## config.mk

```make
export PLATFORM = sky130hd
export DESIGN_NAME = axi_gp_master_seq_flat
export DESIGN_NICKNAME = d
export VERILOG_FILES = /design/src/rtl/axi_gp_master_seq_if.sv /design/src/rtl/axi_gp_master_seq.sv /design/src/flat_wrapper.sv
export SDC_FILE = /design/constraint.sdc
export NUM_CORES = 1
export LEC_CHECK = 0
export ABC_AREA = 1
export BUFFER_PORTS_ARGS = -buffer_cell sky130_fd_sc_hd__buf_2
export CORE_MARGIN = 2
export CORE_UTILIZATION = 40
export CTS_BUF_LIST = sky130_fd_sc_hd__clkbuf_4 sky130_fd_sc_hd__clkbuf_8
export DETAILED_ROUTE_END_ITERATION = 6
export HOLD_SLACK_MARGIN = 0.08
export PLACE_DENSITY_LB_ADDON = 0.2
export SKIP_LAST_GASP = 1
export SLEW_MARGIN = 20
export SYNTH_ARGS = -nofsm -noshare
export SYNTH_HDL_FRONTEND = slang
export SYNTH_SLANG_ARGS = --single-unit
```

## constraint.sdc

```tcl
create_clock -name ACLK -period 1.8 [get_ports ACLK]
set_input_delay 0.27 -clock ACLK [delete_from_list [all_inputs] [get_ports ACLK]]
set_output_delay 0.27 -clock ACLK [all_outputs]
set_load 0.05 [all_outputs]
```

## src/rtl/axi_gp_master_seq_if.sv

```systemverilog
// AXI3 GP register-port signal bundle (single-beat subset) used by axi_gp_master_seq.
// The master modport drives addresses, data and valids; the slave modport answers.
interface axi_gp_master_seq_if;
    logic [31:0] AWADDR;
    logic        AWVALID;
    logic        AWREADY;
    logic [31:0] WDATA;
    logic [3:0]  WSTRB;
    logic        WVALID;
    logic        WREADY;
    logic        BVALID;
    logic        BREADY;
    logic [1:0]  BRESP;
    logic [31:0] ARADDR;
    logic        ARVALID;
    logic        ARREADY;
    logic [31:0] RDATA;
    logic        RVALID;
    logic        RREADY;
    logic [1:0]  RRESP;

    modport master (
        output AWADDR, AWVALID, WDATA, WSTRB, WVALID, BREADY, ARADDR, ARVALID, RREADY,
        input  AWREADY, WREADY, BVALID, BRESP, ARREADY, RDATA, RVALID, RRESP
    );

    modport slave (
        input  AWADDR, AWVALID, WDATA, WSTRB, WVALID, BREADY, ARADDR, ARVALID, RREADY,
        output AWREADY, WREADY, BVALID, BRESP, ARREADY, RDATA, RVALID, RRESP
    );
endinterface

```

## src/rtl/axi_gp_master_seq.sv

```systemverilog
// Two-requester round-robin sequencer issuing single-beat AXI3 GP transactions.
// Optional watchdog enabled by defining AXI_TIMEOUT_EN.
module axi_gp_master_seq #(
    parameter logic [31:0] ADDR_BASE      = 32'h0,
    parameter int unsigned TIMEOUT_CYCLES = 256
) (
    input  logic                ACLK,
    input  logic                ARESETN,
    input  logic [1:0]          req_valid,
    output logic [1:0]          req_ready,
    input  logic [1:0]          req_we,
    input  logic [63:0]         req_addr,
    input  logic [63:0]         req_wdata,
    input  logic [7:0]          req_wstrb,
    output logic [1:0]          rsp_valid,
    output logic [31:0]         rsp_rdata,
    output logic [1:0]          rsp_resp,
    axi_gp_master_seq_if.master axi
);

    typedef enum logic [2:0] {StIdle, StWaddr, StWresp, StRaddr, StRdata, StResp} state_e;

    state_e      state_q;
    logic        last_q;
    logic        cur_q;
    logic [31:0] awaddr_q, wdata_q, araddr_q, rsp_rdata_q;
    logic [3:0]  wstrb_q;
    logic        awvalid_q, wvalid_q, bready_q, arvalid_q, rready_q;
    logic [1:0]  rsp_valid_q, rsp_resp_q;

    logic [1:0]  gnt;
    logic        sel_we;
    logic [29:0] sel_word;
    logic [31:0] sel_wdata;
    logic [3:0]  sel_wstrb;
    logic [1:0]  cur_oh;
    logic        aw_pending, w_pending;

    logic unused_addr_bits;
    assign unused_addr_bits = ^{req_addr[33:32], req_addr[1:0]};

    // last_q holds the index granted most recently; contention goes to the other one.
    always_comb begin
        gnt = 2'b00;
        case (req_valid)
            2'b01:   gnt = 2'b01;
            2'b10:   gnt = 2'b10;
            2'b11:   gnt = last_q ? 2'b01 : 2'b10;
            default: gnt = 2'b00;
        endcase
        sel_we    = gnt[1] ? req_we[1]          : req_we[0];
        sel_word  = gnt[1] ? req_addr[63:34]    : req_addr[31:2];
        sel_wdata = gnt[1] ? req_wdata[63:32]   : req_wdata[31:0];
        sel_wstrb = gnt[1] ? req_wstrb[7:4]     : req_wstrb[3:0];
    end

    assign req_ready  = (ARESETN && state_q == StIdle) ? gnt : 2'b00;
    assign cur_oh     = cur_q ? 2'b10 : 2'b01;
    assign aw_pending = awvalid_q && !axi.AWREADY;
    assign w_pending  = wvalid_q && !axi.WREADY;

`ifdef AXI_TIMEOUT_EN
    localparam int unsigned CntW = $clog2(TIMEOUT_CYCLES + 1);
    logic [CntW-1:0] tmo_cnt_q;
    logic            active;
    assign active = (state_q == StWaddr) || (state_q == StWresp) ||
                    (state_q == StRaddr) || (state_q == StRdata);
`else
    logic [31:0] unused_timeout_cfg;
    assign unused_timeout_cfg = TIMEOUT_CYCLES;
`endif

    always_ff @(posedge ACLK) begin
        if (!ARESETN) begin
            state_q     <= StIdle;
            last_q      <= 1'b1;
            cur_q       <= 1'b0;
            awaddr_q    <= '0;
            wdata_q     <= '0;
            wstrb_q     <= '0;
            araddr_q    <= '0;
            awvalid_q   <= 1'b0;
            wvalid_q    <= 1'b0;
            bready_q    <= 1'b0;
            arvalid_q   <= 1'b0;
            rready_q    <= 1'b0;
            rsp_valid_q <= 2'b00;
            rsp_rdata_q <= '0;
            rsp_resp_q  <= 2'b00;
`ifdef AXI_TIMEOUT_EN
            tmo_cnt_q   <= '0;
`endif
        end else begin
            rsp_valid_q <= 2'b00;
            case (state_q)
                StIdle: begin
                    if (|gnt) begin
                        last_q <= gnt[1];
                        cur_q  <= gnt[1];
                        if (sel_we) begin
                            awaddr_q  <= ADDR_BASE + {sel_word, 2'b00};
                            wdata_q   <= sel_wdata;
                            wstrb_q   <= sel_wstrb;
                            awvalid_q <= 1'b1;
                            wvalid_q  <= 1'b1;
                            state_q   <= StWaddr;
                        end else begin
                            araddr_q  <= ADDR_BASE + {sel_word, 2'b00};
                            arvalid_q <= 1'b1;
                            state_q   <= StRaddr;
                        end
                    end
                end
                StWaddr: begin
                    if (axi.AWREADY) awvalid_q <= 1'b0;
                    if (axi.WREADY)  wvalid_q  <= 1'b0;
                    if (!aw_pending && !w_pending) begin
                        bready_q <= 1'b1;
                        state_q  <= StWresp;
                    end
                end
                StWresp: begin
                    if (axi.BVALID) begin
                        bready_q    <= 1'b0;
                        rsp_resp_q  <= axi.BRESP;
                        rsp_rdata_q <= '0;
                        rsp_valid_q <= cur_oh;
                        state_q     <= StResp;
                    end
                end
                StRaddr: begin
                    if (axi.ARREADY) begin
                        arvalid_q <= 1'b0;
                        rready_q  <= 1'b1;
                        state_q   <= StRdata;
                    end
                end
                StRdata: begin
                    if (axi.RVALID) begin
                        rready_q    <= 1'b0;
                        rsp_resp_q  <= axi.RRESP;
                        rsp_rdata_q <= axi.RDATA;
                        rsp_valid_q <= cur_oh;
                        state_q     <= StResp;
                    end
                end
                StResp:  state_q <= StIdle;
                default: state_q <= StIdle;
            endcase
`ifdef AXI_TIMEOUT_EN
            // Counter value equals cycles already spent; expiry overrides any handshake.
            if (active) begin
                if (tmo_cnt_q == CntW'(TIMEOUT_CYCLES - 1)) begin
                    awvalid_q   <= 1'b0;
                    wvalid_q    <= 1'b0;
                    bready_q    <= 1'b0;
                    arvalid_q   <= 1'b0;
                    rready_q    <= 1'b0;
                    rsp_resp_q  <= 2'b11;
                    rsp_rdata_q <= '0;
                    rsp_valid_q <= cur_oh;
                    state_q     <= StResp;
                    tmo_cnt_q   <= '0;
                end else begin
                    tmo_cnt_q <= tmo_cnt_q + 1'b1;
                end
            end else begin
                tmo_cnt_q <= '0;
            end
`endif
        end
    end

    assign axi.AWADDR  = awaddr_q;
    assign axi.AWVALID = awvalid_q;
    assign axi.WDATA   = wdata_q;
    assign axi.WSTRB   = wstrb_q;
    assign axi.WVALID  = wvalid_q;
    assign axi.BREADY  = bready_q;
    assign axi.ARADDR  = araddr_q;
    assign axi.ARVALID = arvalid_q;
    assign axi.RREADY  = rready_q;
    assign rsp_valid   = rsp_valid_q;
    assign rsp_rdata   = rsp_rdata_q;
    assign rsp_resp    = rsp_resp_q;

endmodule

```

## src/flat_wrapper.sv

```systemverilog
// flat-port wrapper written by rule: the top's interface ports become plain ports
module axi_gp_master_seq_flat 
#(
    parameter logic [31:0] ADDR_BASE      = 32'h0,
    parameter int unsigned TIMEOUT_CYCLES = 256
)
  (ACLK, ARESETN, req_valid, req_ready, req_we, req_addr, req_wdata, req_wstrb, rsp_valid, rsp_rdata, rsp_resp, axi_AWADDR, axi_AWVALID, axi_WDATA, axi_WSTRB, axi_WVALID, axi_BREADY, axi_ARADDR, axi_ARVALID, axi_RREADY, axi_AWREADY, axi_WREADY, axi_BVALID, axi_BRESP, axi_ARREADY, axi_RDATA, axi_RVALID, axi_RRESP);
  axi_gp_master_seq_if axi_i ();
  input  logic ACLK;
  input  logic ARESETN;
  input  logic [1:0] req_valid;
  output logic [1:0] req_ready;
  input  logic [1:0] req_we;
  input  logic [63:0] req_addr;
  input  logic [63:0] req_wdata;
  input  logic [7:0] req_wstrb;
  output logic [1:0] rsp_valid;
  output logic [31:0] rsp_rdata;
  output logic [1:0] rsp_resp;
  output wire logic [$bits(axi_i.AWADDR)-1:0] axi_AWADDR;
  output wire logic [$bits(axi_i.AWVALID)-1:0] axi_AWVALID;
  output wire logic [$bits(axi_i.WDATA)-1:0] axi_WDATA;
  output wire logic [$bits(axi_i.WSTRB)-1:0] axi_WSTRB;
  output wire logic [$bits(axi_i.WVALID)-1:0] axi_WVALID;
  output wire logic [$bits(axi_i.BREADY)-1:0] axi_BREADY;
  output wire logic [$bits(axi_i.ARADDR)-1:0] axi_ARADDR;
  output wire logic [$bits(axi_i.ARVALID)-1:0] axi_ARVALID;
  output wire logic [$bits(axi_i.RREADY)-1:0] axi_RREADY;
  input wire logic [$bits(axi_i.AWREADY)-1:0] axi_AWREADY;
  input wire logic [$bits(axi_i.WREADY)-1:0] axi_WREADY;
  input wire logic [$bits(axi_i.BVALID)-1:0] axi_BVALID;
  input wire logic [$bits(axi_i.BRESP)-1:0] axi_BRESP;
  input wire logic [$bits(axi_i.ARREADY)-1:0] axi_ARREADY;
  input wire logic [$bits(axi_i.RDATA)-1:0] axi_RDATA;
  input wire logic [$bits(axi_i.RVALID)-1:0] axi_RVALID;
  input wire logic [$bits(axi_i.RRESP)-1:0] axi_RRESP;
  assign axi_AWADDR = axi_i.AWADDR;
  assign axi_AWVALID = axi_i.AWVALID;
  assign axi_WDATA = axi_i.WDATA;
  assign axi_WSTRB = axi_i.WSTRB;
  assign axi_WVALID = axi_i.WVALID;
  assign axi_BREADY = axi_i.BREADY;
  assign axi_ARADDR = axi_i.ARADDR;
  assign axi_ARVALID = axi_i.ARVALID;
  assign axi_RREADY = axi_i.RREADY;
  assign axi_i.AWREADY = axi_AWREADY;
  assign axi_i.WREADY = axi_WREADY;
  assign axi_i.BVALID = axi_BVALID;
  assign axi_i.BRESP = axi_BRESP;
  assign axi_i.ARREADY = axi_ARREADY;
  assign axi_i.RDATA = axi_RDATA;
  assign axi_i.RVALID = axi_RVALID;
  assign axi_i.RRESP = axi_RRESP;
  axi_gp_master_seq #(.ADDR_BASE(ADDR_BASE), .TIMEOUT_CYCLES(TIMEOUT_CYCLES)) u_core (.ACLK(ACLK), .ARESETN(ARESETN), .req_valid(req_valid), .req_ready(req_ready), .req_we(req_we), .req_addr(req_addr), .req_wdata(req_wdata), .req_wstrb(req_wstrb), .rsp_valid(rsp_valid), .rsp_rdata(rsp_rdata), .rsp_resp(rsp_resp), .axi(axi_i));
endmodule
```

## Word level (Yosys, flattened, before mapping)

Index checks and enable logic that the tools add are counted.

- Word-level logic and storage cells: 97
- Output and inout port bits: 143
- Register bits after elaboration: 142
- Input bits: 183

- Equality and inequality tests: 16
- Reduce and logical (&&, ||, !) cells: 25
- Bitwise gates (word level): 1
- Multiplexer cells: 40

Operators with widths:

| operator | count |
|---|---|
| $mux 32 | 3 |
| $pmux 32 s2 | 1 |
| $mux 30 | 1 |
| $mux 2 | 8 |
| $mux 3 | 5 |
| $pmux 3 s5 | 1 |
| $reduce_and 3->1 | 5 |
| $ne 2x2->1 const B | 7 |
| $mux 1 | 12 |
| $reduce_and 4->1 | 3 |
| $pmux 1 s2 | 5 |
| $reduce_bool 2->1 | 5 |
| $pmux 2 s2 | 2 |
| $eq 3x2->1 const B | 2 |
| $pmux 2 s3 | 1 |
| $reduce_and 5->1 | 1 |
| $eq 2x2->1 const B | 2 |
| $logic_and 1x1->1 | 4 |
| $logic_not 1->1 | 4 |
| $mux 4 | 1 |
| $ne 2x1->1 const B | 2 |
| $eq 3x1->1 const B | 1 |
| $eq 3x3->1 const B | 1 |
| $logic_not 3->1 | 1 |
| other kinds (4) | 4 |

## Logic depth before layout (Yosys ltp)

Gate-level depths: netlist of the first run.

- Word-level depth: 6
- Depth in mapped cells: 10
- Gate-level depth less buffers: 9

## Worst setup path before layout of the first run

OpenSTA, ideal clock, no wires.

- Path type: input-to-output
- Start: input ARESETN
- End: output req_ready[0]
- Path buffers: 2
- Arrival: 2.055 ns
- Stages on the path: 4
- Path slack: -0.525 ns
- Required time: 1.530 ns
- Path through: clkbuf_1 clkbuf_1 nand2_1 a211oi_1

- Longest elaborated chain between the ends: 2

Ends and longest elaborated chain:

| element | line | text |
|---|---|---|
| start, declared | flat_wrapper.sv:10 | `input logic ARESETN;` |
| $logic_and 1x1->1 | axi_gp_master_seq.sv:57 | `assign req_ready = (ARESETN && state_q == StIdle) ? gnt : 2'b00;` |
| $mux 2 | axi_gp_master_seq.sv:57 |  |
| end, declared | flat_wrapper.sv:12 | `output logic [1:0] req_ready;` |

Every way passes these cells.

## Worst setup path after layout of the first run

- Start: register u_core.state_q[1]
- End: output req_ready[1]

- Longest elaborated chain between the ends: 3

Ends and longest elaborated chain:

| element | line | text |
|---|---|---|
| start, declared | axi_gp_master_seq.sv:23 | `state_e state_q;` |
| start signal, assigned | axi_gp_master_seq.sv:75 | `state_q <= StIdle;` |
| start signal, assigned | axi_gp_master_seq.sv:106 | `state_q <= StWaddr;` |
| start signal, assigned | axi_gp_master_seq.sv:110 | `state_q <= StRaddr;` |
| $logic_not 3->1 | axi_gp_master_seq.sv:57 |  |
| $logic_and 1x1->1 | axi_gp_master_seq.sv:57 |  |
| $mux 2 | axi_gp_master_seq.sv:57 |  |

Every way passes these cells.

==> impl_table.tex, run 1 <==
\begin{tabular}{lr}
\hline
Metric & Value \\
\hline
\multicolumn{2}{l}{\textbf{Outcome}} \\
\quad Outcome & complete, no violations \\
\multicolumn{2}{l}{\textbf{Die}} \\
\quad Floorplan row count & 47 \\
\quad Chip height & 133 um \\
\quad Initial Util & 40.5\% \\
\quad Ports placed on the boundary & 326 \\
\quad Floorplan die width & 133 um \\
\quad Full die area & 0.0177 mm\^{}2 \\
\quad Placeable core area & 0.0164 mm\^{}2 \\
\multicolumn{2}{l}{\textbf{CTS}} \\
\quad Deepest clock path buffer count & 2 \\
\quad Number of clock sinks & 142 \\
\quad CTS tree & yes \\
\quad Worst skew pair latency & 0.45 ns \\
\quad Total clock buffers created by CTS & 17 \\
\quad H-tree depth & 4 \\
\quad Clock-pin slew of the registers on the worst-case setup and hold paths & 0.09 ns \\
\quad Clock root buffer & clkbuf\_8 \\
\multicolumn{2}{l}{\textbf{Timing}} \\
\quad Slack of the critical path & 0.0403 ns \\
\quad Hold Fails Final Rpt & 0 \\
\quad RSZ-0062 raised after global routing & true \\
\quad Maximum clock frequency & 568 MHz \\
\quad Post-route minimum period & 1.76 ns \\
\quad Max Slew Vio Count & 0 \\
\quad Worst-case clock skew & 0.0125 ns \\
\quad Final setup violation count & 0 \\
\quad Part of the cycle the worst path needs & 97.8\% \\
\multicolumn{2}{l}{\textbf{Global routing}} \\
\quad Overall routing resource usage & 22.9\% \\
\quad Number of global-route vias before repair & 6,465 \\
\quad Maximum number of pins on one net before global-route repair & 61 \\
\quad Total congestion overflow after global routing & 0 \\
\quad Initial antenna violation count & 2 \\
\quad First-pass GRT wire length & 32,200 um \\
\multicolumn{2}{l}{\textbf{Pwr}} \\
\quad Maximum VDD drop & 0.585 mV \\
\quad Total design power & 13.7 mW \\
\quad Static power due to leakage & 5.08 nW \\
\quad Cell area power density & 1450 mW/mm\^{}2 \\
\multicolumn{2}{l}{\textbf{Critical path}} \\
\quad Category of the critical setup timing path & register to output port \\
\quad Required time at the worst-slack endpoint & 1.53 ns \\
\quad Worst Setup Start Kind & register \\
\quad Worst Path Max Fanout & 7 \\
\quad Nature of the critical path endpoint & output port \\
\quad Crit path DAT & 1.49 ns \\
\multicolumn{2}{l}{\textbf{Final layout}} \\
\quad Post-layout nets & 1,571 \\
\quad Signed area change from the synthesized netlist to the final layout & 41.5\% \\
\quad Post-route design area & 0.00940 mm\^{}2 \\
\quad Most frequent standard cell in the layout excluding fill and tap cells & nand2\_1 \\
\quad Proportion of layout cells with a drive suffix above 1 & 31.0\% \\
\quad Top library cells by usage in the layout, fill and taps aside & nand2\_1 (425), buf\_2 (315), dfxtp\_1 (139) \\
\multicolumn{2}{l}{\textbf{Synth}} \\
\quad Most used DFF post-synth & dfxtp\_1 \\
\quad Number of unique standard cell types used by synthesis & 27 \\
\quad Async set or reset register ratio after synthesis & 0\% \\
\quad Synthesis warning total & 0 \\
\quad Cells after Synth & 1,046 \\
\quad Number of storage elements in the synthesis netlist & 142 \\
\quad Summed instance area of the synthesized netlist & 0.00664 mm\^{}2 \\
\quad Mean instance size in the synthesized netlist & 6.35 um\^{}2 \\
\quad Number of enable-type register cells in the synthesized netlist & 0 \\
\quad Sequential area share after synthesis & 42.8\% \\
\multicolumn{2}{l}{\textbf{Placed design}} \\
\quad Post-place instance area & 0.00845 mm\^{}2 \\
\quad Final RePlAce weighted congestion & 0.814 \\
\quad Count of buffers from port buffering & 317 \\
\quad Half-perimeter wire length of the detailed placement result & 13,800 um \\
\quad Worst slack at placement & 0.158 ns \\
\multicolumn{2}{l}{\textbf{Job}} \\
\quad Maxcap violations & 0 \\
\multicolumn{2}{l}{\textbf{Route}} \\
\quad Mean number of vias per cell & 4.42 \\
\quad DRC Markers & 0 \\
\quad Iteration-0 DRC count of the detailed router & 244 \\
\quad Detailed-route wire length per cell & 12.6 um \\
\quad Vias & 7,164 \\
\quad Antenna-violating nets left & 0 \\
\quad Drt total wl & 20,500 um \\
\quad 1st-pass router iterations & 4 \\
\multicolumn{2}{l}{\textbf{Min path}} \\
\quad Class of the most critical hold timing path & input pin to register \\
\hline
\end{tabular}
==> through the flow <==
step           hold slack, ns  util [%]  instances  TNS, ns
3_3_place_gp            0.418      51.5       1543        0
5_1_grt                 0.130      57.3       1622  -0.0447
6_report                0.127      57.3       1622        0
2_1_floorplan           0.400         -       1049  -0.0666
3_5_place_dp            0.429      51.5       1543        0
4_1_cts                0.0836      57.1       1618  -0.0116
==> metal layers <==
layer / GRT usage (%) / vias up / wire (um)
met3: 6.44 / 32 / 1550
li1: - / 3801 / -
met1: 27.9 / 3089 / 8720
met4: 9.44 / 2 / 467
met5: 0 / - / 13
met2: 38.1 / 240 / 9750
==> report_power, final <==
| group | switching [mW] | internal (mW) | leakage [nW] |
|---|---|---|---|
| Clock | 1.35 | 1.33 | 0.204 |
| Sequential | 0.334 | 3.79 | 1.16 |
| Combinational | 4.82 | 2.04 | 3.72 |
| Total | 6.51 | 7.16 | 5.08 |
==> flip-flops by register name, summed over array words and instances (netlist names) <==
name / count
u_core.axi.BREADY: 1
u_core.axi.WSTRB: 4
u_core.axi.ARVALID: 1
u_core.axi.AWADDR: 30
u_core.axi.WVALID: 1
u_core.rsp_valid: 2
u_core.axi.RREADY: 1
u_core.axi.AWVALID: 1
u_core.last_q: 1
u_core.axi.WDATA: 32
u_core.cur_q: 1
u_core.state_q: 3
u_core.axi.ARADDR: 30
u_core.rsp_resp: 2
u_core.rsp_rdata: 32
==> final cells by class <==
| cell class | count | area (um^2) |
|---|---|---|
| inverter | 142 | 538 |
| clock buffer | 19 | 262 |
| sequential | 142 | 2850 |
| tap | 220 | 275 |
| timing repair buffer | 382 | 2340 |
| fill | 1631 | 7010 |
| antenna | 1 | 2.50 |
| multi-input combinational | 703 | 2980 |
| clock inverter | 13 | 154 |
==> what timing repair did <==
item	in CTS	in global routing
endpoints found under the hold margin	34	0
gates resized for setup	15	2
setup buffers	8	3
cloned	2	0
endpoints found under the setup margin	2	4
pin swaps	4	2
hold buffers	33	0
==> Yosys cell counts, drive strengths merged (2+ instances only) <==
cell	count	area share, %
buf	41	3.8
nor3	2	0.15
inv	142	8.0
nor2	85	5.0
a21oi	73	5.7
or2	30	2.8
dfxtp	142	43
nand3	37	2.8
nand2	430	24
o21ai	37	2.8
clkbuf	21	1.2
==> cell families after synthesis <==
| family | Yosys count | synth area share (%) |
|---|---|---|
| other | 1 | 0.0565 |
| AO/OA/AOI/OAI | 114 | 8.93 |
| buffers and inverters | 204 | 13.0 |
| flip-flops | 142 | 42.8 |
| AND/OR/NAND/NOR | 585 | 35.2 |
==> worst paths after layout <==
check	from	endpoint	slack, ns	cells after the start
min reg2reg	u_core.axi.ARVALID	u_core.axi.ARVALID	0.45	2
min	axi_RVALID	u_core.axi.RREADY	0.13	4
max reg2reg	u_core.state_q[1]	u_core.axi.AWADDR[8]	0.16	9
max	u_core.state_q[1]	req_ready[1]	0.04	5
==> critical path, cell delays in order (launching register included) <==
cell     delay (ns)
dfxtp_1        0.41
nor2_4         0.15
nand2_2        0.07
buf_4          0.16
nor2_4         0.09
buf_8          0.15
Power figures use the tool's default switching activity.
==> run 2, diff against run 1 <==
--- a/config.mk
+++ b/config.mk
@@ -13,6 +13,7 @@
 export DETAILED_ROUTE_END_ITERATION = 6
 export HOLD_SLACK_MARGIN = 0.08
 export PLACE_DENSITY_LB_ADDON = 0.2
+export RECOVER_POWER = 100
 export SKIP_LAST_GASP = 1
 export SLEW_MARGIN = 20
 export SYNTH_ARGS = -nofsm -noshare
==> run 2 against run 1 <==
Effect of this change: cell count stayed put; total power down 1.0%; sequential share of layout area up 0.57 points; global-route usage stayed put.
==> impl_table.tex, run 2 (same netlist as run 1, synthesis figures left out) <==
\begin{tabular}{lr}
\hline
Metric & Value \\
\hline
\multicolumn{2}{l}{\textbf{Timing}} \\
\quad Max Slew Vio Count & 0 \\
\quad Worst slew pin tran & 0.692 ns \\
\quad RSZ-0062 raised after global routing & true \\
\quad Worst-case clock skew & 0.0132 ns \\
\quad Post-route minimum period & 1.77 ns \\
\quad Post-route setup TNS & 0 ns \\
\quad Hold Fails Final Rpt & 0 \\
\quad Maximum clock frequency & 566 MHz \\
\quad Relative slew margins & 54.0\% \\
\quad Part of the cycle the worst path needs & 98.2\% \\
\quad Final setup violation count & 0 \\
\multicolumn{2}{l}{\textbf{Global routing}} \\
\quad Overall routing resource usage & 22.9\% \\
\quad Total congestion overflow after global routing & 0 \\
\quad First-pass GRT wire length & 32,200 um \\
\quad Number of global-route vias before repair & 6,465 \\
\quad Maximum number of pins on one net before global-route repair & 61 \\
\quad Initial antenna violation count & 2 \\
\multicolumn{2}{l}{\textbf{Pwr}} \\
\quad Static power due to leakage & 4.51 nW \\
\quad Cell area power density & 1470 mW/mm\^{}2 \\
\quad Maximum VDD drop & 0.581 mV \\
\multicolumn{2}{l}{\textbf{CTS}} \\
\quad Worst skew pair latency & 0.46 ns \\
\quad H-tree depth & 4 \\
\quad Clock-pin slew of the registers on the worst-case setup and hold paths & 0.09 ns \\
\quad Number of clock sinks & 142 \\
\quad Clock root buffer & clkbuf\_8 \\
\quad Deepest clock path buffer count & 2 \\
\quad CTS tree & yes \\
\quad Total clock buffers created by CTS & 17 \\
\multicolumn{2}{l}{\textbf{Final layout}} \\
\quad Proportion of layout cells with a drive suffix above 1 & 21.2\% \\
\quad Storage element area & 0.00285 mm\^{}2 \\
\quad Fraction of the core area covered by cells at the end of the flow & 56.2\% \\
\quad Signed area change from the synthesized netlist to the final layout & 38.8\% \\
\quad Area of combinational cells with multiple inputs & 0.00298 mm\^{}2 \\
\quad Top library cells by usage in the layout, fill and taps aside & nand2\_1 (425), buf\_2 (179), dfxtp\_1 (139) \\
\quad Final-layout fill cell count & 1,704 \\
\quad Most frequent standard cell in the layout excluding fill and tap cells & nand2\_1 \\
\quad Post-route design area & 0.00922 mm\^{}2 \\
\quad Post-layout nets & 1,571 \\
\multicolumn{2}{l}{\textbf{Critical path}} \\
\quad List of cells traversed by the critical path & inv\_4 -> nand2\_4 -> nor2\_4 -> nand2\_2 -> buf\_4 -> nor2\_4 -> buf\_8 \\
\quad Category of the critical setup timing path & register to output port \\
\quad Worst Setup Start Kind & register \\
\quad Worst Path Max Fanout & 2 \\
\quad Nature of the critical path endpoint & output port \\
\quad Required time at the worst-slack endpoint & 1.53 ns \\
\quad Crit path buffers/inverters & 3 \\
\quad Delay of the slowest cell on the worst path & 0.37 ns \\
\quad Highest-delay cell along the critical path & dfxtp\_4 \\
\quad Most repeated library cell on the critical path & nor2\_4 \\
\quad Crit path DAT & 1.50 ns \\
\quad Family with the most delay on the worst path & flip-flops \\
\multicolumn{2}{l}{\textbf{Outcome}} \\
\quad Outcome & complete, no violations \\
\multicolumn{2}{l}{\textbf{Die}} \\
\quad Floorplan row count & 47 \\
\quad Placeable core area & 0.0164 mm\^{}2 \\
\quad Floorplan die width & 133 um \\
\quad Initial Util & 40.5\% \\
\quad Full die area & 0.0177 mm\^{}2 \\
\quad Ports placed on the boundary & 326 \\
\quad Chip height & 133 um \\
\multicolumn{2}{l}{\textbf{Route}} \\
\quad Antenna-violating nets left & 0 \\
\quad Mean number of vias per cell & 4.43 \\
\quad Vias & 7,186 \\
\quad DRC Markers & 0 \\
\quad Detailed-route wire length per cell & 12.7 um \\
\quad Drt total wl & 20,600 um \\
\quad Iteration-0 DRC count of the detailed router & 218 \\
\quad 1st-pass router iterations & 4 \\
\multicolumn{2}{l}{\textbf{Placed design}} \\
\quad Final RePlAce weighted congestion & 0.814 \\
\quad Post-place instance area & 0.00845 mm\^{}2 \\
\quad Count of buffers from port buffering & 317 \\
\quad Half-perimeter wire length of the detailed placement result & 13,800 um \\
\multicolumn{2}{l}{\textbf{Min path}} \\
\quad Class of the most critical hold timing path & input pin to register \\
\multicolumn{2}{l}{\textbf{Job}} \\
\quad Maxcap violations & 0 \\
\hline
\end{tabular}
## run 2: changes by cell type in the layout (fill, tap and decap cells not counted), sizes merged
cell,before,now
buf,347,210
clkbuf,19,156
## run 2: what timing repair did
item | in CTS | in global routing
endpoints found under the hold margin | 34 | 0
setup endpoints to repair | 2 | 4
gates resized for setup | 15 | 2
hold buffers | 33 | 0
cloned | 2 | 0
pin swaps | 4 | 2
setup buffers | 8 | 3
## run 2: worst paths after layout
check	from	end	slack [ns]	cells past startpoint
setup / recovery	u_core.state_q[2]	req_ready[1]	0.03	7
hold / removal	axi_RVALID	u_core.axi.RREADY	0.12	4
setup reg to reg	u_core.state_q[2]	u_core.axi.AWADDR[3]	0.17	11
hold reg to reg	u_core.axi.RREADY	u_core.axi.RREADY	0.45	2
## run 2: final cells by class
| cell class | count | share of cell area, % |
|---|---|---|
| Timing Repair Buffer | 382 | 23.4 |
| Inverter | 142 | 5.83 |
| Sequential cell | 142 | 30.9 |
| Multi-Input combinational cell | 703 | 32.3 |
| Clock buffer | 19 | 2.84 |
| Antenna cell | 1 | 0.0271 |
| Clock inverter | 13 | 1.67 |
| Tap cell | 220 | 2.98 |
## run 2: stage by stage
stage	power [mW]	cells	worst slack [ns]	hold WS [ns]
after floorplan	9.01	1049	-0.0666	0.400
after global placement	10.6	1543	0.157	0.418
after detailed placement	10.7	1543	0.158	0.429
after CTS	13.7	1618	-0.0116	0.0836
after global routing	14.5	1622	-0.0238	0.130
final	13.5	1622	0.0329	0.119
## run 2: per-layer routing
metal  wire length, um  up-vias  GRT usage, %
met3              1420       40          6.44
li1                  -     3800             -
met4               517        2          9.44
met1              8980     3103          27.9
met5                13        -             0
met2              9620      241          38.1
## run 2: tightest hold or removal path: stages
cell and delay (ns):
buf_2 0.09, nand2_1 0.08, nand2_1 0.06, a21oi_1 0.03
## run 2: where the power goes
group          internal (mW)  total, mW  switching [mW]  leakage (nW)
Combinational           1.87       6.69            4.82          3.15
Sequential              3.79       4.14           0.352          1.16
Clock                   1.33       2.70            1.37         0.204
==> run 3, diff against run 2 <==
--- a/config.mk
+++ b/config.mk
@@ -5,7 +5,6 @@
 export SDC_FILE = /design/constraint.sdc
 export NUM_CORES = 1
 export LEC_CHECK = 0
-export ABC_AREA = 1
 export BUFFER_PORTS_ARGS = -buffer_cell sky130_fd_sc_hd__buf_2
 export CORE_MARGIN = 2
 export CORE_UTILIZATION = 40
==> run 3 against run 2 <==
Effect of this change: via count is 6.9% lower; sequential share of layout area decreased by 0.96 points; clock power down 5%; first-iteration DRC count rose by 76%; total power down 5.9%; clock-buffer cell count rose by 3; hold slack is essentially flat; critical path type unchanged; critical endpoint is now req_ready[0].
==> impl_table.tex, run 3 <==
\begin{tabular}{lr}
\hline
Metric & Value \\
\hline
\multicolumn{2}{l}{\textbf{Outcome}} \\
\quad Outcome & complete, no violations \\
\multicolumn{2}{l}{\textbf{Route}} \\
\quad Antenna-violating nets left & 0 \\
\quad 1st-pass router iterations & 6 \\
\quad Vias & 6,690 \\
\quad Drt total wl & 21,100 um \\
\quad Detailed-route wire length per cell & 16.4 um \\
\quad Iteration-0 DRC count of the detailed router & 383 \\
\quad Mean number of vias per cell & 5.22 \\
\quad DRC Markers & 0 \\
\multicolumn{2}{l}{\textbf{Critical path}} \\
\quad Register-to-Register Setup Slack & 0.11 ns \\
\quad Worst Path Max Fanout & 4 \\
\quad Worst Setup Start Kind & register \\
\quad Category of the critical setup timing path & register to output port \\
\quad Nature of the critical path endpoint & output port \\
\quad List of cells traversed by the critical path & nor3\_4 -> buf\_6 -> o2111a\_2 -> buf\_8 \\
\quad Highest-delay cell along the critical path & dfxtp\_2 \\
\quad Worst setup startpoint & u\_core.state\_q[0] \\
\quad Crit path DAT & 1.49 ns \\
\quad Delay of the slowest cell on the worst path & 0.34 ns \\
\quad Required time at the worst-slack endpoint & 1.53 ns \\
\quad Reg-to-reg critical path startpoint & u\_core.last\_q \\
\multicolumn{2}{l}{\textbf{Die}} \\
\quad Full die area & 0.0188 mm\^{}2 \\
\quad Floorplan row count & 48 \\
\quad Placeable core area & 0.0173 mm\^{}2 \\
\quad Initial Util & 40.9\% \\
\quad Ports placed on the boundary & 326 \\
\quad Floorplan die width & 137 um \\
\quad Chip height & 137 um \\
\multicolumn{2}{l}{\textbf{Synth}} \\
\quad Cell with the most instances after synthesis & dfxtp\_1 \\
\quad Share of the synthesized area in the top cell type & 40.2\% \\
\quad Summed instance area of the synthesized netlist & 0.00707 mm\^{}2 \\
\quad Cells after Synth & 748 \\
\quad Number of unique standard cell types used by synthesis & 37 \\
\quad Async set or reset register ratio after synthesis & 0\% \\
\quad Synthesis warning total & 0 \\
\quad Largest area contributor in the netlist & dfxtp\_1 \\
\quad Mean instance size in the synthesized netlist & 9.45 um\^{}2 \\
\quad Most common library cells after synthesis & dfxtp\_1 (142), inv\_1 (71), nor3b\_1 (70) \\
\quad Number of storage elements in the synthesis netlist & 142 \\
\quad Sequential area share after synthesis & 40.2\% \\
\quad Most used DFF post-synth & dfxtp\_1 \\
\quad Main area contributors after synthesis & dfxtp\_1 (40\%), mux2i\_1 (9.5\%), nor3b\_1 (7.4\%), o221a\_2 (6.8\%), a31oi\_1 (5.8\%) \\
\quad Number of enable-type register cells in the synthesized netlist & 0 \\
\multicolumn{2}{l}{\textbf{CTS}} \\
\quad Number of clock sinks & 142 \\
\quad Clock root buffer & clkbuf\_8 \\
\quad Worst skew pair latency & 0.44 ns \\
\quad CTS tree & yes \\
\quad Deepest clock path buffer count & 2 \\
\quad H-tree depth & 4 \\
\quad Total clock buffers created by CTS & 17 \\
\quad Clock-pin slew of the registers on the worst-case setup and hold paths & 0.08 ns \\
\multicolumn{2}{l}{\textbf{Job}} \\
\quad Maxcap violations & 0 \\
\multicolumn{2}{l}{\textbf{Pwr}} \\
\quad Switching share of power & 44.8\% \\
\quad Internal Dissipation & 7.03 mW \\
\quad Static power due to leakage & 4.74 nW \\
\quad Combinational share of power & 47.6\% \\
\quad Total design power & 12.7 mW \\
\quad Switching power & 5.71 mW \\
\quad Cell area power density & 1340 mW/mm\^{}2 \\
\quad Maximum VDD drop & 0.542 mV \\
\quad Sequential share of power & 32.2\% \\
\quad Clk network pwr share & 20.1\% \\
\multicolumn{2}{l}{\textbf{Global routing}} \\
\quad Initial antenna violation count & 1 \\
\quad Number of global-route vias before repair & 6,086 \\
\quad Maximum number of pins on one net before global-route repair & 77 \\
\quad First-pass GRT wire length & 31,700 um \\
\quad Overall routing resource usage & 21.4\% \\
\quad Total congestion overflow after global routing & 0 \\
\multicolumn{2}{l}{\textbf{Placed design}} \\
\quad Half-perimeter wire length of the detailed placement result & 14,500 um \\
\quad Final RePlAce weighted congestion & 0.775 \\
\quad Count of buffers from port buffering & 317 \\
\multicolumn{2}{l}{\textbf{Final layout}} \\
\quad Top library cells by usage in the layout, fill and taps aside & buf\_2 (314), dfxtp\_1 (140), inv\_1 (71) \\
\quad Most frequent standard cell in the layout excluding fill and tap cells & buf\_2 \\
\quad Post-layout nets & 1,226 \\
\quad Signed area change from the synthesized netlist to the final layout & 34.6\% \\
\quad Final-layout fill cell count & 1,641 \\
\quad Proportion of layout cells with a drive suffix above 1 & 42.2\% \\
\multicolumn{2}{l}{\textbf{Timing}} \\
\quad Max Slew Vio Count & 0 \\
\quad Maximum clock frequency & 567 MHz \\
\quad Final setup violation count & 0 \\
\quad Post-route setup TNS & 0 ns \\
\quad Post-route minimum period & 1.76 ns \\
\quad Worst-case clock skew & 0.0101 ns \\
\quad Hold Fails Final Rpt & 0 \\
\quad Part of the cycle the worst path needs & 98.1\% \\
\quad RSZ-0062 raised after global routing & true \\
\multicolumn{2}{l}{\textbf{Min path}} \\
\quad Class of the most critical hold timing path & input pin to register \\
\quad Hold path startpoint & ARESETN \\
\hline
\end{tabular}
## run 3: cell count changes in the layout (fill, tap and decap cells not counted), moves of 66 or more
cell	before	now
clkbuf_1	137	0
nor2_1	80	3
nor3b_1	0	69
mux2i_1	0	66
buf_2	179	314
nand2_1	425	7
## run 3: path summary, 6_finish.rpt
kind / endpoint / depth (start not counted)
setup / recovery: req_ready[0] / 4
hold / removal: u_core.last_q / 2
setup reg to reg: u_core.axi.ARADDR[4] / 7
hold reg to reg: u_core.rsp_valid[0] / 1
## run 3: cell type report
cell class	instances	area (um^2)	share of cell area, %
clock buffers	22	297	3.12
well taps	225	282	2.96
clock inverters	10	103	1.08
multi-input cells	451	3630	38.2
inverters	71	267	2.80
diodes	1	2.50	0.0263
flip-flops and latches	142	2850	29.9
repair buffers	360	2090	21.9
## run 3: logic make-up (layout without fill, tap and decap cells)
logic type	count (synthesis)	after routing	share of synthesized area (%)
DFF	142	142	40.2
other	1	5	0.0530
and+or+nand+nor	189	189	17.2
AOI/OAI and AO/OA	191	191	23.5
muxes	67	67	9.49
buffers and inverters	158	463	9.54
## run 3: what timing repair did
action,4_1_cts,5_1_grt
setup endpoints to repair,2,67
setup buffers,4,4
hold endpoints to repair,1,0
gates resized for setup,9,6
hold buffers,1,0
pin swaps,2,2
## run 3: layer usage
metal	part of all wire [%]	routed length [um]	track usage [%]
met1	43	9020	26.7
met2	48	10100	35.0
met3	8.2	1730	7.70
met4	0.99	208	5.61
met5	0	0	0
## run 3: metrics by stage
step | hold WS [ns] | instances | instance area (um^2) | setup WS (ns) | utilization (%)
after floorplan | 0.360 | 751 | 7080 | 0.00224 | -
after global placement | 0.447 | 1240 | 8990 | 0.0721 | 52.0
after detailed placement | 0.454 | 1240 | 8990 | 0.0562 | 52.0
after CTS | 0.0822 | 1277 | 9460 | -0.0267 | 54.7
after global routing | 0.0847 | 1281 | 9510 | -0.0604 | 55.0
final | 0.119 | 1282 | 9510 | 0.0351 | 55.0
## run 3: critical path, delay by kind of cell (launching register included)
family / cells / cell delay (ns)
flops: 1 / 0.34
buf+inv: 2 / 0.29
simple gates: 1 / 0.22
compound gates: 1 / 0.21
## run 3: power groups by stage
stage	clock, mW	sequential, mW	combinational [mW]
after floorplan	0	6.19	2.20
after global placement	0	4.16	5.85
after detailed placement	0	4.16	5.87
after CTS	2.64	4.10	5.99
after global routing	2.76	4.18	6.41
final	2.56	4.11	6.07
